===== src/rtl/cosim_pkg.sv =====
// Shared types and LFSR helper for the golden-vs-netlist co-simulation sequencer.
package cosim_pkg;

    typedef enum logic [2:0] {
        IDLE,
        RST1,
        REL1,
        RAND,
        RST2,
        REL2,
        DIR,
        DONE
    } state_t;

    localparam logic [31:0] LFSR_TAPS = 32'h80200003;

    // Right-shifting Galois step: the bit shifted out feeds back through the tap mask.
    function automatic logic [31:0] lfsr_step(input logic [31:0] s);
        return (s >> 1) ^ (s[0] ? LFSR_TAPS : 32'h0);
    endfunction

endpackage


===== src/rtl/cosim_lane_cmp.sv =====
// Per-lane equality check between golden and netlist outputs.
module cosim_lane_cmp #(
    parameter int WIDTH = 32,
    parameter int NCH   = 1
) (
    input  logic [NCH*WIDTH-1:0] golden,
    input  logic [NCH*WIDTH-1:0] netlist,
    output logic [NCH-1:0]       fail,
    output logic                 any_fail
);

    always_comb begin
        fail = '0;
        for (int k = 0; k < NCH; k++) begin
            fail[k] = golden[k*WIDTH +: WIDTH] != netlist[k*WIDTH +: WIDTH];
        end
    end

    assign any_fail = |fail;

endmodule


===== src/rtl/cosim_selfcheck_sequencer.sv =====
// Stimulus sequencer and mismatch recorder for golden-vs-netlist co-simulation:
// reset test, N_RANDOM LFSR vectors, reset test, directed vector.
module cosim_selfcheck_sequencer
    import cosim_pkg::*;
#(
    parameter int          WIDTH    = 32,
    parameter int          NCH      = 1,
    parameter int          N_RANDOM = 1000,
    parameter int          SETTLE   = 2,
    parameter logic [31:0] SEED     = 32'h1,
    parameter logic [31:0] DIRECTED = 32'habcdefab,
    parameter int          CNT_W    = 16
) (
    input  logic                 clk,
    input  logic                 rst,
    input  logic                 start,
    output logic                 dut_rst,
    output logic [WIDTH-1:0]     stim,
    input  logic [NCH*WIDTH-1:0] golden_out,
    input  logic [NCH*WIDTH-1:0] netlist_out,
    output logic                 cmp_strobe,
    output logic                 busy,
    output logic                 done,
    output logic                 pass,
    output logic [CNT_W-1:0]     mismatch_cnt,
    output logic [NCH-1:0]       lane_fail,
    output logic [CNT_W-1:0]     first_idx,
    output logic                 first_valid
);

    localparam int SET_W    = (SETTLE > 1) ? $clog2(SETTLE) : 1;
    // The vector index must reach N_RANDOM+3 even when CNT_W is narrow.
    localparam int IDX_NEED = $clog2(N_RANDOM + 4);
    localparam int IDX_W    = (IDX_NEED > CNT_W) ? IDX_NEED : CNT_W;

    state_t             state_q, state_d;
    logic [SET_W-1:0]   settle_cnt;
    logic [IDX_W-1:0]   vec_idx;
    logic [31:0]        lfsr;
    logic               cmp_state;
    logic               start_acc;
    logic               load_slot;
    logic [NCH-1:0]     fail_vec;
    logic               any_fail;

    function automatic logic [WIDTH-1:0] replicate(input logic [31:0] v);
        logic [WIDTH-1:0] r;
        r = '0;
        for (int i = 0; i < WIDTH; i++) begin
            r[i] = v[i % 32];
        end
        return r;
    endfunction

    cosim_lane_cmp #(
        .WIDTH (WIDTH),
        .NCH   (NCH)
    ) u_lane_cmp (
        .golden   (golden_out),
        .netlist  (netlist_out),
        .fail     (fail_vec),
        .any_fail (any_fail)
    );

    assign cmp_state  = state_q inside {RST1, RAND, RST2, DIR};
    assign cmp_strobe = cmp_state && (settle_cnt == SET_W'(SETTLE - 1));
    assign start_acc  = start && (state_q inside {IDLE, DONE});
    assign dut_rst    = state_q inside {IDLE, RST1, RST2, DONE};
    assign busy       = !(state_q inside {IDLE, DONE});
    assign done       = state_q == DONE;
    assign pass       = done && (mismatch_cnt == '0);

    always_ff @(posedge clk or negedge rst) begin
        if (!rst) state_q <= IDLE;
        else      state_q <= state_d;
    end

    always_comb begin
        state_d = state_q;
        case (state_q)
            IDLE, DONE: if (start) state_d = RST1;
            RST1:       if (cmp_strobe) state_d = REL1;
            REL1:       state_d = RAND;
            RAND:       if (cmp_strobe && vec_idx == IDX_W'(N_RANDOM)) state_d = RST2;
            RST2:       if (cmp_strobe) state_d = REL2;
            REL2:       state_d = DIR;
            DIR:        if (cmp_strobe) state_d = DONE;
            default:    state_d = IDLE;
        endcase
    end

    // A new stimulus slot begins on entry to RAND/RST2/DIR and on every RAND compare.
    assign load_slot = (state_d inside {RAND, RST2, DIR}) && ((state_d != state_q) || cmp_strobe);

    always_ff @(posedge clk or negedge rst) begin
        if (!rst) begin
            stim         <= '0;
            settle_cnt   <= '0;
            vec_idx      <= '0;
            lfsr         <= SEED;
            mismatch_cnt <= '0;
            lane_fail    <= '0;
            first_idx    <= '0;
            first_valid  <= 1'b0;
        end else if (start_acc) begin
            stim         <= '0;
            settle_cnt   <= '0;
            vec_idx      <= '0;
            lfsr         <= SEED;
            mismatch_cnt <= '0;
            lane_fail    <= '0;
            first_idx    <= '0;
            first_valid  <= 1'b0;
        end else begin
            if (cmp_strobe)     settle_cnt <= '0;
            else if (cmp_state) settle_cnt <= settle_cnt + 1'b1;

            if (load_slot) begin
                case (state_d)
                    RAND: begin
                        stim <= replicate(lfsr);
                        lfsr <= lfsr_step(lfsr);
                    end
                    DIR:     stim <= replicate(DIRECTED);
                    default: stim <= '0;
                endcase
            end

            if (cmp_strobe) begin
                vec_idx <= vec_idx + 1'b1;
                if (any_fail) begin
                    if (mismatch_cnt != '1) mismatch_cnt <= mismatch_cnt + 1'b1;
                    lane_fail <= lane_fail | fail_vec;
                    if (!first_valid) begin
                        first_valid <= 1'b1;
                        first_idx   <= CNT_W'(vec_idx);
                    end
                end
            end
        end
    end

endmodule


===== config.mk =====
export PLATFORM = sky130hd
export DESIGN_NAME = cosim_selfcheck_sequencer
export DESIGN_NICKNAME = d
export VERILOG_FILES = /design/src/rtl/cosim_pkg.sv /design/src/rtl/cosim_lane_cmp.sv /design/src/rtl/cosim_selfcheck_sequencer.sv
export SDC_FILE = /design/constraint.sdc
export NUM_CORES = 1
export LEC_CHECK = 0
export BUFFER_PORTS_ARGS = -buffer_cell sky130_fd_sc_hd__buf_2
export CAP_MARGIN = 15
export CORE_MARGIN = 4
export CORE_UTILIZATION = 56
export DETAILED_ROUTE_END_ITERATION = 7
export PLACE_DENSITY = 0.83
export SLEW_MARGIN = 20
export SYNTH_ARGS = -nofsm -noshare
export SYNTH_HDL_FRONTEND = slang
export SYNTH_SLANG_ARGS = --single-unit

===== constraint.sdc =====
create_clock -name clk -period 3.8 [get_ports clk]
set_input_delay 0.38 -clock clk [delete_from_list [all_inputs] [get_ports clk]]
set_output_delay 0.38 -clock clk [all_outputs]
set_load 0.03 [all_outputs]

==> results.txt, run 1 <==
WL/cell = 16.6 µm
Pwr per Cell Area = 907 nW/µm²
FF+latch count, synth = 118
DRT Wirelength = 13.8 mm
first-pass GRT wire length = 23.2 mm
Post-Place Cells = 796
Synth Instances = 550
Rows = 36
data arrival time of the worst path = 3.05 ns
commonest non-fill, non-tap cell in the layout = buf_2
fin crit period = 2.61 ns
Die Wd = 108 µm
library cells used by synthesis = 52
relative max-transition margin = 36.5%
Initial DRC Count = 241
Total GRT Usage = 25.0%
Max Cap Viol = 0
number of synthesized flops with an enable pin = 0
post-synthesis sequential area ratio = 52.2%
post-CTS setup repair buffer count = 0
routed via count = 4757
fin crit share = 68.7%
Static Leak = 3.54 nW
CTS root buf = clkbuf_8
pin count of the biggest net entering global routing = 59
Setup Skew = 0.0101 ns
Max VDD drop = 616 µV
multi-input logic area = 2450 µm²
Buf/Inv on CP = 1
cell area after synthesis = 5650 µm²
Inserted Diodes = 0
HP Class = in -> reg
clock sink total = 118
Worst-Skew Late Latency = 0.52 ns
Primary FF master, synth = dfrtp_1
register area = 2950 µm²
fraction of registers with async set/reset = 100%
vias in the first global route = 4971
GRT overflow = 0
Core Util, Final = 71.4%
initial antenna violation count = 0
TritonCTS clock tree = done
fmax = 0.383 GHz
first-pass detailed-route iteration total = 5
Worst Path Max Fanout = 26
Clock Tree Buf Depth = 2
# setup viols final = 0
Crit path largest cell delay = 0.65 ns
final hold vios = 0
GPL Wtd Cong = 0.816
final setup TNS = 0 ns
H-tree levels = 4
IO Pins = 138
Finished Layout Cells = 829
Area Growth Syn to Fin = 24.1%
post-CTS sizing = 0
Startpoint Class = flop
Critical Path RT = 4.24 ns
DRC = 0
die footprint = 11800 µm²
clock-pin slew on the worst setup and hold paths = 0.05 ns
CORE AREA = 9820 µm²
final net count = 754
commonest non-fill, non-tap cells in the layout = buf_2 (136), dfrtp_1 (117), nand2_1 (60)
Post-DP HPWL = 9.32 mm
Mapped Avg Cell Area = 10.3 µm²
CP endpoint kind = flop
initial core utilization = 57.6%
Die Ht = 108 µm
Critical-path top delay cell = dfrtp_1
fraction of layout cells with a size suffix above 1 = 27.4%
status = complete, no violations
Crit path max-delay family = simple AND/OR/NAND/NOR gates
Num CTS Buffers = 17
port buffer count = 137
Mapped Nets = 621
worst-margin pin slew = 0.952 ns
synth warn = 0
fill count = 740
Slew Limit Fails = 0
unrepaired setup endpoints after global routing = false
Crit Path Class = reg -> reg
DRT antenna net count = 0
DR vias/cell = 5.74
critical path cell sequence = xor2_2 -> nand2_1 -> inv_1 -> o21ai_2 -> or4_1 -> a21oi_1
[routing by layer]
| layer | share of wire (%) | vias to the layer above | wire, µm | global-route usage [%] |
|---|---|---|---|---|
| li1 | - | 2201 | - | - |
| met3 | 7.4 | 28 | 1020 | 6.39 |
| met1 | 41 | 2319 | 5590 | 32.1 |
| met5 | 0 | - | 0 | 0 |
| met4 | 1.8 | 0 | 254 | 9.65 |
| met2 | 50 | 209 | 6900 | 40.7 |
[path summary, 6_finish.rpt]
path	startpoint	to	slack (ns)	depth (start not counted)
max reg2reg	state_q[0]$_DFF_PN0_	mismatch_cnt[12]$_DFFE_PN0P_	1.19	6
max	state_q[0]$_DFF_PN0_	mismatch_cnt[12]$_DFFE_PN0P_	1.19	6
min	start	state_q[2]$_DFF_PN0_	0.16	2
min reg2reg	stim[6]$_DFFE_PN0P_	stim[6]$_DFFE_PN0P_	0.49	1
max in group asynchronous	rst	mismatch_cnt[14]$_DFFE_PN0P_	2.39	3
min in group asynchronous	rst	vec_idx[2]$_DFFE_PN0P_	0.47	2
[cell families after synthesis]
family / after synthesis / share of synthesized area [%]
adder cells (fa/ha/maj): 4 / 0.885
AND/OR/NAND/NOR: 191 / 17.4
buffers and inverters: 57 / 4.60
XOR/XNOR: 49 / 7.72
flip-flops: 118 / 52.2
AO/OA/AOI/OAI: 110 / 13.5
multiplexers: 21 / 3.72
[cell type report]
type / instances / share of cell area (%)
Timing Repair Buffer: 146 / 10.8
Multi-Input combinational cell: 375 / 34.9
Tap cell: 133 / 2.37
Clock inverter: 9 / 1.78
Clock buffer: 23 / 6.65
Sequential cell: 118 / 42.1
Inverter: 25 / 1.34
[through the flow]
stage,power (mW),worst slack [ns],hold slack (ns),instance area (µm²)
floorplan,4.02,1.71,0.0844,5650
global placement,4.64,1.34,0.462,6410
detailed placement,4.77,1.24,0.476,6410
CTS,6.38,1.23,0.135,7010
global route,6.78,0.988,0.160,7010
finish,6.36,1.19,0.156,7010
[registers in the layout (all words and copies together), names as in the netlist]
register	count
state_q	3
stim	32
mismatch_cnt	16
lane_fail	1
vec_idx	16
first_idx	16
settle_cnt	1
lfsr	32
first_valid	1
[cell usage after synthesis (3+ instances only)]
cell type,instances,share of area (%)
xor2_1,35,5.4
or3_1,6,0.66
buf_4,3,0.40
nand3_1,14,1.2
nor2b_1,3,0.33
inv_1,25,1.7
ha_1,4,0.89
nor4_1,11,1.2
o211ai_1,4,0.53
clkbuf_1,11,0.73
mux2i_1,21,3.7
a22o_1,39,6.0
a21oi_1,37,3.3
o31ai_1,8,1.1
o21ai_0,11,0.97
and4_1,3,0.46
nor2_1,46,3.1
nand2_1,60,4.0
buf_2,16,1.4
or4_1,5,0.66
xnor2_1,13,2.0
nor2_2,3,0.33
dfrtp_1,117,52
and3_1,4,0.44
nand4_1,8,0.89
nor3_1,9,0.80
[power breakdown]
group	internal, mW	leakage (nW)	switching (mW)
clock	1.05	0.288	0.536
sequential	1.74	1.55	0.426
combinational	0.850	1.71	1.77
total	3.63	3.54	2.73
[what timing repair did]
| action | in CTS | in global routing |
|---|---|---|
| setup endpoints to repair | 0 | 0 |
| hold buffers | 1 | 0 |
| endpoints found under the hold margin | 55 | 0 |
No activity file was read; power rests on OpenSTA's default activity.
==> run 2: changes to the inputs <==
--- a/config.mk
+++ b/config.mk
@@ -8,9 +8,9 @@
 export BUFFER_PORTS_ARGS = -buffer_cell sky130_fd_sc_hd__buf_2
 export CAP_MARGIN = 15
 export CORE_MARGIN = 4
-export CORE_UTILIZATION = 56
+export CORE_UTILIZATION = 48
 export DETAILED_ROUTE_END_ITERATION = 7
-export PLACE_DENSITY = 0.83
+export PLACE_DENSITY = 0.76
 export SLEW_MARGIN = 20
 export SYNTH_ARGS = -nofsm -noshare
 export SYNTH_HDL_FRONTEND = slang
==> constraint.sdc (replaced) <==
create_clock -name clk -period 2.3 [get_ports clk]
set_input_delay 0.23 -clock clk [delete_from_list [all_inputs] [get_ports clk]]
set_output_delay 0.23 -clock clk [all_outputs]
set_load 0.03 [all_outputs]
==> run 2 against run 1 <==
  * Sequential power rose by 63%
  * Clock-buffer cell count stayed put
  * Via count down 1.1%
  * Design area is 2.9% higher
  * Core utilization decreased by 8.5 points
  * Fmax increased by 24%
==> results.txt, run 2 (synthesized netlist as in run 1, its figures left out) <==
Static Leak = 3.65 nW (+2.9%)
DRT antenna net count = 0 (unchanged)
Max VDD drop = 756 µV (+23%)
CORE AREA = 11500 µm² (+17%)
clock share of power = 26.5% (+1.7 points)
# setup viols final = 0 (unchanged)
Setup Skew = 0.00877 ns (-0.00130 ns)
FF-to-FF path depth = 7 (+1)
unrepaired setup endpoints after global routing = false
HP Class = in -> reg
routed via count = 4704 (-1.1%)
Die Wd = 117 µm (+7.4%)
IO Pins = 138 (unchanged)
Rows = 39 (+8.3%)
commonest non-fill, non-tap cell in the layout = buf_2
final setup margin = 0.198 ns (-0.992 ns)
relative max-transition margin = 36.3% (-0.18 points)
Core Util, Final = 62.9% (-8.5 points)
Worst-Skew Late Latency = 0.41 ns (-0.11 ns)
critical path cell sequence = ha_1 -> and4_1 -> and4_1 -> nand4b_4 -> or2_0 -> or3_1 -> a21oi_1
Crit path depth = 7 (+1)
Startpoint Class = flop
Post-DP HPWL = 9.33 mm (+0.11%)
Slew Limit Fails = 0 (unchanged)
CTS root buf = clkbuf_16
Inserted Diodes = 0 (unchanged)
sequential fraction of design power = 32.4% (-1.6 points)
Num CTS Buffers = 17 (unchanged)
switching pwr = 4.48 mW (+64%)
fin crit share = 91.4% (+23 points)
CP Launch Point = mismatch_cnt[0]$_DFFE_PN0P_
Buf/Inv on CP = 0 (-1)
Max Cap Viol = 0 (unchanged)
Crit path largest cell delay = 0.45 ns (-0.20 ns)
final setup TNS = 0 ns (unchanged)
first-pass GRT wire length = 22.2 mm (-4.4%)
clock sink total = 118 (unchanged)
data arrival time of the worst path = 2.44 ns (-0.61 ns)
Area after DPL = 6550 µm² (+2.1%)
r2r startpoint = mismatch_cnt[0]$_DFFE_PN0P_
Post-Place Cells = 816 (+2.5%)
final hold vios = 0 (unchanged)
port buffer count = 137 (unchanged)
commonest non-fill, non-tap cells in the layout = buf_2 (136), dfrtp_1 (117), nand2_1 (60)
Crit Path Class = reg -> reg
cell-internal power = 6.41 mW (+76%)
WL/cell = 15.7 µm (-5.8%)
fraction of layout cells with a size suffix above 1 = 28.6% (+1.1 points)
Initial DRC Count = 201 (-17%)
GRT overflow = 0 (unchanged)
post-CTS sizing = 0 (unchanged)
die footprint = 13600 µm² (+15%)
cell area after layout = 7220 µm² (+2.9%)
Finished Layout Cells = 850 (+2.5%)
vias in the first global route = 4757 (-4.3%)
TritonCTS clock tree = done
GPL Wtd Cong = 0.846 (+3.7%)
final net count = 765 (+1.5%)
Largest regs = lfsr (32), stim (32)
first-pass detailed-route iteration total = 4 (-1)
Critical-path top delay cell = dfrtp_1
r2r setup slk = 0.20 ns (-0.99 ns)
pin count of the biggest net entering global routing = 42 (-29%)
CP endpoint kind = flop
DR vias/cell = 5.53 (-3.6%)
Post-Place Setup Slack = 0.190 ns (-1.05 ns)
DRC = 0 (unchanged)
Die Ht = 117 µm (+7.4%)
H-tree levels = 4 (unchanged)
Critical Path RT = 2.63 ns (-1.61 ns)
status = complete, no violations
worst-margin pin slew = 0.949 ns (-0.00357 ns)
Critical Path Most Common Cell = and4_1
Setup crit end = mismatch_cnt[11]$_DFFE_PN0P_
clock-pin slew on the worst setup and hold paths = 0.05 ns (about the same)
fmax = 0.476 GHz (+24%)
initial antenna violation count = 0 (unchanged)
Total GRT Usage = 20.6% (-4.4 points)
Worst Path Max Fanout = 7 (-73%)
reg2reg end = mismatch_cnt[11]$_DFFE_PN0P_
DRT Wirelength = 13.3 mm (-3.4%)
initial core utilization = 49.3% (-8.3 points)
Net Sw Frac = 41.1% (-1.8 points)
Comb pwr share = 41.1% (about the same)
fin crit period = 2.10 ns (-0.508 ns)
Clock Tree Buf Depth = 2 (unchanged)
Area Growth Syn to Fin = 27.7%
Crit path max-delay family = simple AND/OR/NAND/NOR gates
Pwr per Cell Area = 1510 nW/µm² (+66%)
## run 2: cell types whose count changed in the layout (fill, tap and decap cells not counted), sizes merged
cell | before | now
buf | 145 | 156
bufinv | 3 | 5
clkinv | 4 | 3
clkinvlp | 2 | 1
## run 2: what timing repair did
item,in CTS,in global routing
endpoints found under the setup margin,0,14
buffers inserted,0,1
hold endpoints to repair,38,0
hold buffers,1,0
## run 2: how the worst min path moves through the flow
stage	from	end	slack (ns)	cells after the start
4_1_cts	start	state_q[2]$_DFF_PN0_	0.11	2
3_3_place_gp	rst	lfsr[13]$_DFFE_PN0P_	0.25	1
6_report	start	state_q[2]$_DFF_PN0_	0.13	2
3_5_place_dp	rst	lfsr[12]$_DFFE_PN0P_	0.26	1
5_1_grt	start	state_q[2]$_DFF_PN0_	0.13	2
2_1_floorplan	rst	first_idx[0]$_DFFE_PN0P_	-0.07	0
## run 2: cell type report
type                       count  area (µm²)
clock buffer                  23         478
tap                          143         179
timing repair buffer         157         891
multi-input combinational    375        2450
sequential                   118        2950
fill                         900        4250
clock inverter                 9         173
inverter                      25        93.8
## run 2: power groups by stage
stage                     clock network [mW]  registers, mW  logic, mW
final                                   2.89           3.52       4.47
after global routing                    3.03           3.63       4.89
after CTS                               2.92           3.52       4.51
after detailed placement                   0           3.54       4.48
after global placement                     0           3.50       4.36
after floorplan                            0           4.16       2.48
## run 2: per-stage QoR
| stage | hold slack [ns] | power (mW) |
|---|---|---|
| floorplan | -0.0656 | 6.64 |
| global placement | 0.254 | 7.86 |
| detailed placement | 0.262 | 8.02 |
| CTS | 0.110 | 11.0 |
| global route | 0.128 | 11.5 |
| finish | 0.127 | 10.9 |
## run 2: worst register-to-register path, cell delays in order (launching register included)
cell and delay [ns]:
dfrtp_1 0.45, ha_1 0.25, and4_1 0.24, and4_1 0.23, nand4b_4 0.19, or2_0 0.23, or3_1 0.31, a21oi_1 0.14
## run 2: routing by layer
layer  up-vias  routed length [µm]  track usage (%)
met1      2302                5690             26.9
met4         0                 235             6.65
li1       2227                   -                -
met5         -                   0                0
met3        26                 911             6.63
met2       149                6470             32.8
==> run 3: changes to the inputs <==
--- a/config.mk
+++ b/config.mk
@@ -5,12 +5,12 @@
 export SDC_FILE = /design/constraint.sdc
 export NUM_CORES = 1
 export LEC_CHECK = 0
-export BUFFER_PORTS_ARGS = -buffer_cell sky130_fd_sc_hd__buf_2
 export CAP_MARGIN = 15
 export CORE_MARGIN = 4
-export CORE_UTILIZATION = 48
+export CORE_UTILIZATION = 56
 export DETAILED_ROUTE_END_ITERATION = 7
-export PLACE_DENSITY = 0.76
+export DONT_BUFFER_PORTS = 1
+export PLACE_DENSITY = 0.74
 export SLEW_MARGIN = 20
 export SYNTH_ARGS = -nofsm -noshare
 export SYNTH_HDL_FRONTEND = slang
==> run 3 against run 2 <==
  * The flow now finishes with violations (negative hold slack)
  * Largest cell class unchanged
  * Design area decreased by 8.8%
  * Clock power decreased by 1%
  * Power decreased by 4.2%
  * Worst setup slack got worse by 0.057 ns
  * Combinational power decreased by 26%
  * Critical endpoint is now pass
  * Sequential cell count unchanged
  * Routed wire length decreased by 3.5%
==> results.txt, run 3 (synthesized netlist as in run 1, its figures left out) <==
unrepaired setup endpoints after global routing = false
Crit path largest cell delay = 0.40 ns (-0.05 ns)
Critical Path Most Common Cell = buf_4
Largest regs = lfsr (32), stim (32)
worst-margin pin slew = 0.908 ns (-0.0402 ns)
clock sink total = 118 (unchanged)
Post-Place Cells = 683 (-16%)
reg2reg end = mismatch_cnt[11]$_DFFE_PN0P_
r2r startpoint = mismatch_cnt[0]$_DFFE_PN0P_
Post-Place Setup Slack = 0.261 ns (+0.0706 ns)
data arrival time of the worst path = 1.93 ns (-0.51 ns)
Static Leak = 3.09 nW (-15%)
Total GRT Usage = 23.0% (+2.5 points)
initial core utilization = 57.6% (+8.3 points)
Slew Limit Fails = 0 (unchanged)
r2r setup slk = 0.25 ns (+0.05 ns)
pin count of the biggest net entering global routing = 119 (+180%)
fmax = 0.463 GHz (-2.6%)
IO Pins = 138 (unchanged)
Initial DRC Count = 207 (+3.0%)
DRT antenna net count = 0 (unchanged)
Die Wd = 108 µm (-6.9%)
Max Cap Viol = 0 (unchanged)
post-CTS setup repair buffer count = 0 (unchanged)
Setup Skew = 0.00997 ns (+0.00120 ns)
final hold vios = 118 (+118)
CTS root buf = clkbuf_8
routed via count = 4250 (-9.7%)
Die Ht = 108 µm (-6.9%)
GR Util met3 = 6.75% (+0.11 points)
first-pass GRT wire length = 21.1 mm (-5.0%)
FF-to-FF path depth = 7 (unchanged)
HP Class = in -> async
failing checks = negative hold slack
Worst-Skew Late Latency = 0.52 ns (+0.11 ns)
Buf/Inv on CP = 3 (+3)
DR vias/cell = 5.93 (+7.1%)
Worst Path Max Fanout = 9 (+2)
initial antenna violation count = 0 (unchanged)
relative max-transition margin = 39.0% (+2.7 points)
fraction of layout cells with a size suffix above 1 = 13.5% (-15 points)
final setup TNS = 0 ns (unchanged)
Max VDD drop = 801 µV (+6.0%)
Tot Pwr = 10.4 mW (-4.2%)
GPL Wtd Cong = 0.809 (-4.4%)
Most Crowded Layer GR = met2
clock-pin slew on the worst setup and hold paths = 0.06 ns (about the same)
first-pass detailed-route iteration total = 4 (unchanged)
die footprint = 11800 µm² (-13%)
Setup crit end = pass
Area after DPL = 5920 µm² (-9.7%)
Crit path max-delay family = buffers and inverters
CP Launch Point = state_q[2]$_DFF_PN0_
# setup viols final = 0 (unchanged)
cell area after layout = 6590 µm² (-8.8%)
commonest non-fill, non-tap cell in the layout = dfrtp_1
final net count = 642 (-16%)
final setup margin = 0.141 ns (-0.0570 ns)
Min Hold Slack = -0.598 ns (-0.725 ns)
fin crit period = 2.16 ns (+0.0570 ns)
M2 GR Usage = 37.4% (+4.5 points)
DRC = 0 (unchanged)
Post-CTS Hold Buffers = 2 (+1)
commonest non-fill, non-tap cells in the layout = dfrtp_1 (116), nand2_1 (60), nor2_1 (46)
CP endpoint kind = primary output
status = complete, but fails checks
Crit path depth = 6 (-1)
Critical Path RT = 2.07 ns (-0.56 ns)
Startpoint Class = flop
Post-DP HPWL = 8.43 mm (-9.6%)
TritonCTS clock tree = done
Rows = 36 (-7.7%)
Critical-path top delay cell = dfrtp_1
Clock Tree Buf Depth = 2 (unchanged)
Num CTS Buffers = 17 (unchanged)
Crit Path Class = reg -> out
WL/cell = 17.9 µm (+14%)
Pwr per Cell Area = 1580 nW/µm² (+5.0%)
Inserted Diodes = 0 (unchanged)
met1 usage = 29.5% (+2.7 points)
Area Growth Syn to Fin = 16.5%
GRT overflow = 0 (unchanged)
fin crit share = 93.9% (+2.5 points)
Finished Layout Cells = 717 (-16%)
H-tree levels = 4 (unchanged)
DRT Wirelength = 12.8 mm (-3.5%)
CORE AREA = 9820 µm² (-14%)
vias in the first global route = 4338 (-8.8%)
Core Util, Final = 67.1% (+4.1 points)
port buffer count = 0 (-100%)
critical path cell sequence = buf_4 -> and3_2 -> buf_6 -> nand4_1 -> nor2_1 -> buf_4
run 3: layout make-up:
| class | count | area, µm² |
|---|---|---|
| Sequential cell | 118 | 2960 |
| Clock buffer | 24 | 470 |
| Inverter | 25 | 93.8 |
| Fill cell | 790 | 3230 |
| Tap cell | 133 | 166 |
| Timing Repair Buffer | 34 | 280 |
| Clock inverter | 8 | 169 |
| Multi-Input combinational cell | 375 | 2450 |
run 3: where the power goes:
part | internal, mW | switching, mW | total (mW) | leakage (nW)
clock network | 1.95 | 0.899 | 2.85 | 0.313
logic | 1.27 | 2.03 | 3.30 | 1.23
registers | 2.86 | 1.41 | 4.27 | 1.55
total | 6.08 | 4.34 | 10.4 | 3.09
run 3: repair_timing:
item	4_1_cts	5_1_grt
hold endpoints to repair	121	118
gates resized for setup	0	4
endpoints found under the setup margin	0	1
run 3: routing by layer:
| layer | vias to the layer above | routed length (µm) |
|---|---|---|
| met3 | 19 | 865 |
| li1 | 1975 | - |
| met5 | - | 0 |
| met2 | 144 | 6360 |
| met4 | 0 | 184 |
| met1 | 2112 | 5430 |
run 3: worst reg2reg max path: stages (launching register included):
cell      delay, ns
dfrtp_1        0.38
ha_1           0.23
and4_1         0.24
and4_1         0.24
nand4b_4       0.20
or2_0          0.24
or3_1          0.31
a21oi_1        0.14
run 3: worst min-delay path by stage:
stage               startpoint                  endpoint  slack, ns  depth (start not counted)
floorplan                  rst  first_idx[0]$_DFFE_PN0P_      -0.07                          0
global placement           rst  first_idx[8]$_DFFE_PN0P_      -0.06                          0
detailed placement         rst  first_idx[8]$_DFFE_PN0P_      -0.06                          0
CTS                        rst  first_idx[8]$_DFFE_PN0P_      -0.62                          0
global route               rst  first_idx[9]$_DFFE_PN0P_      -0.62                          0
finish                     rst  first_idx[8]$_DFFE_PN0P_      -0.60                          0
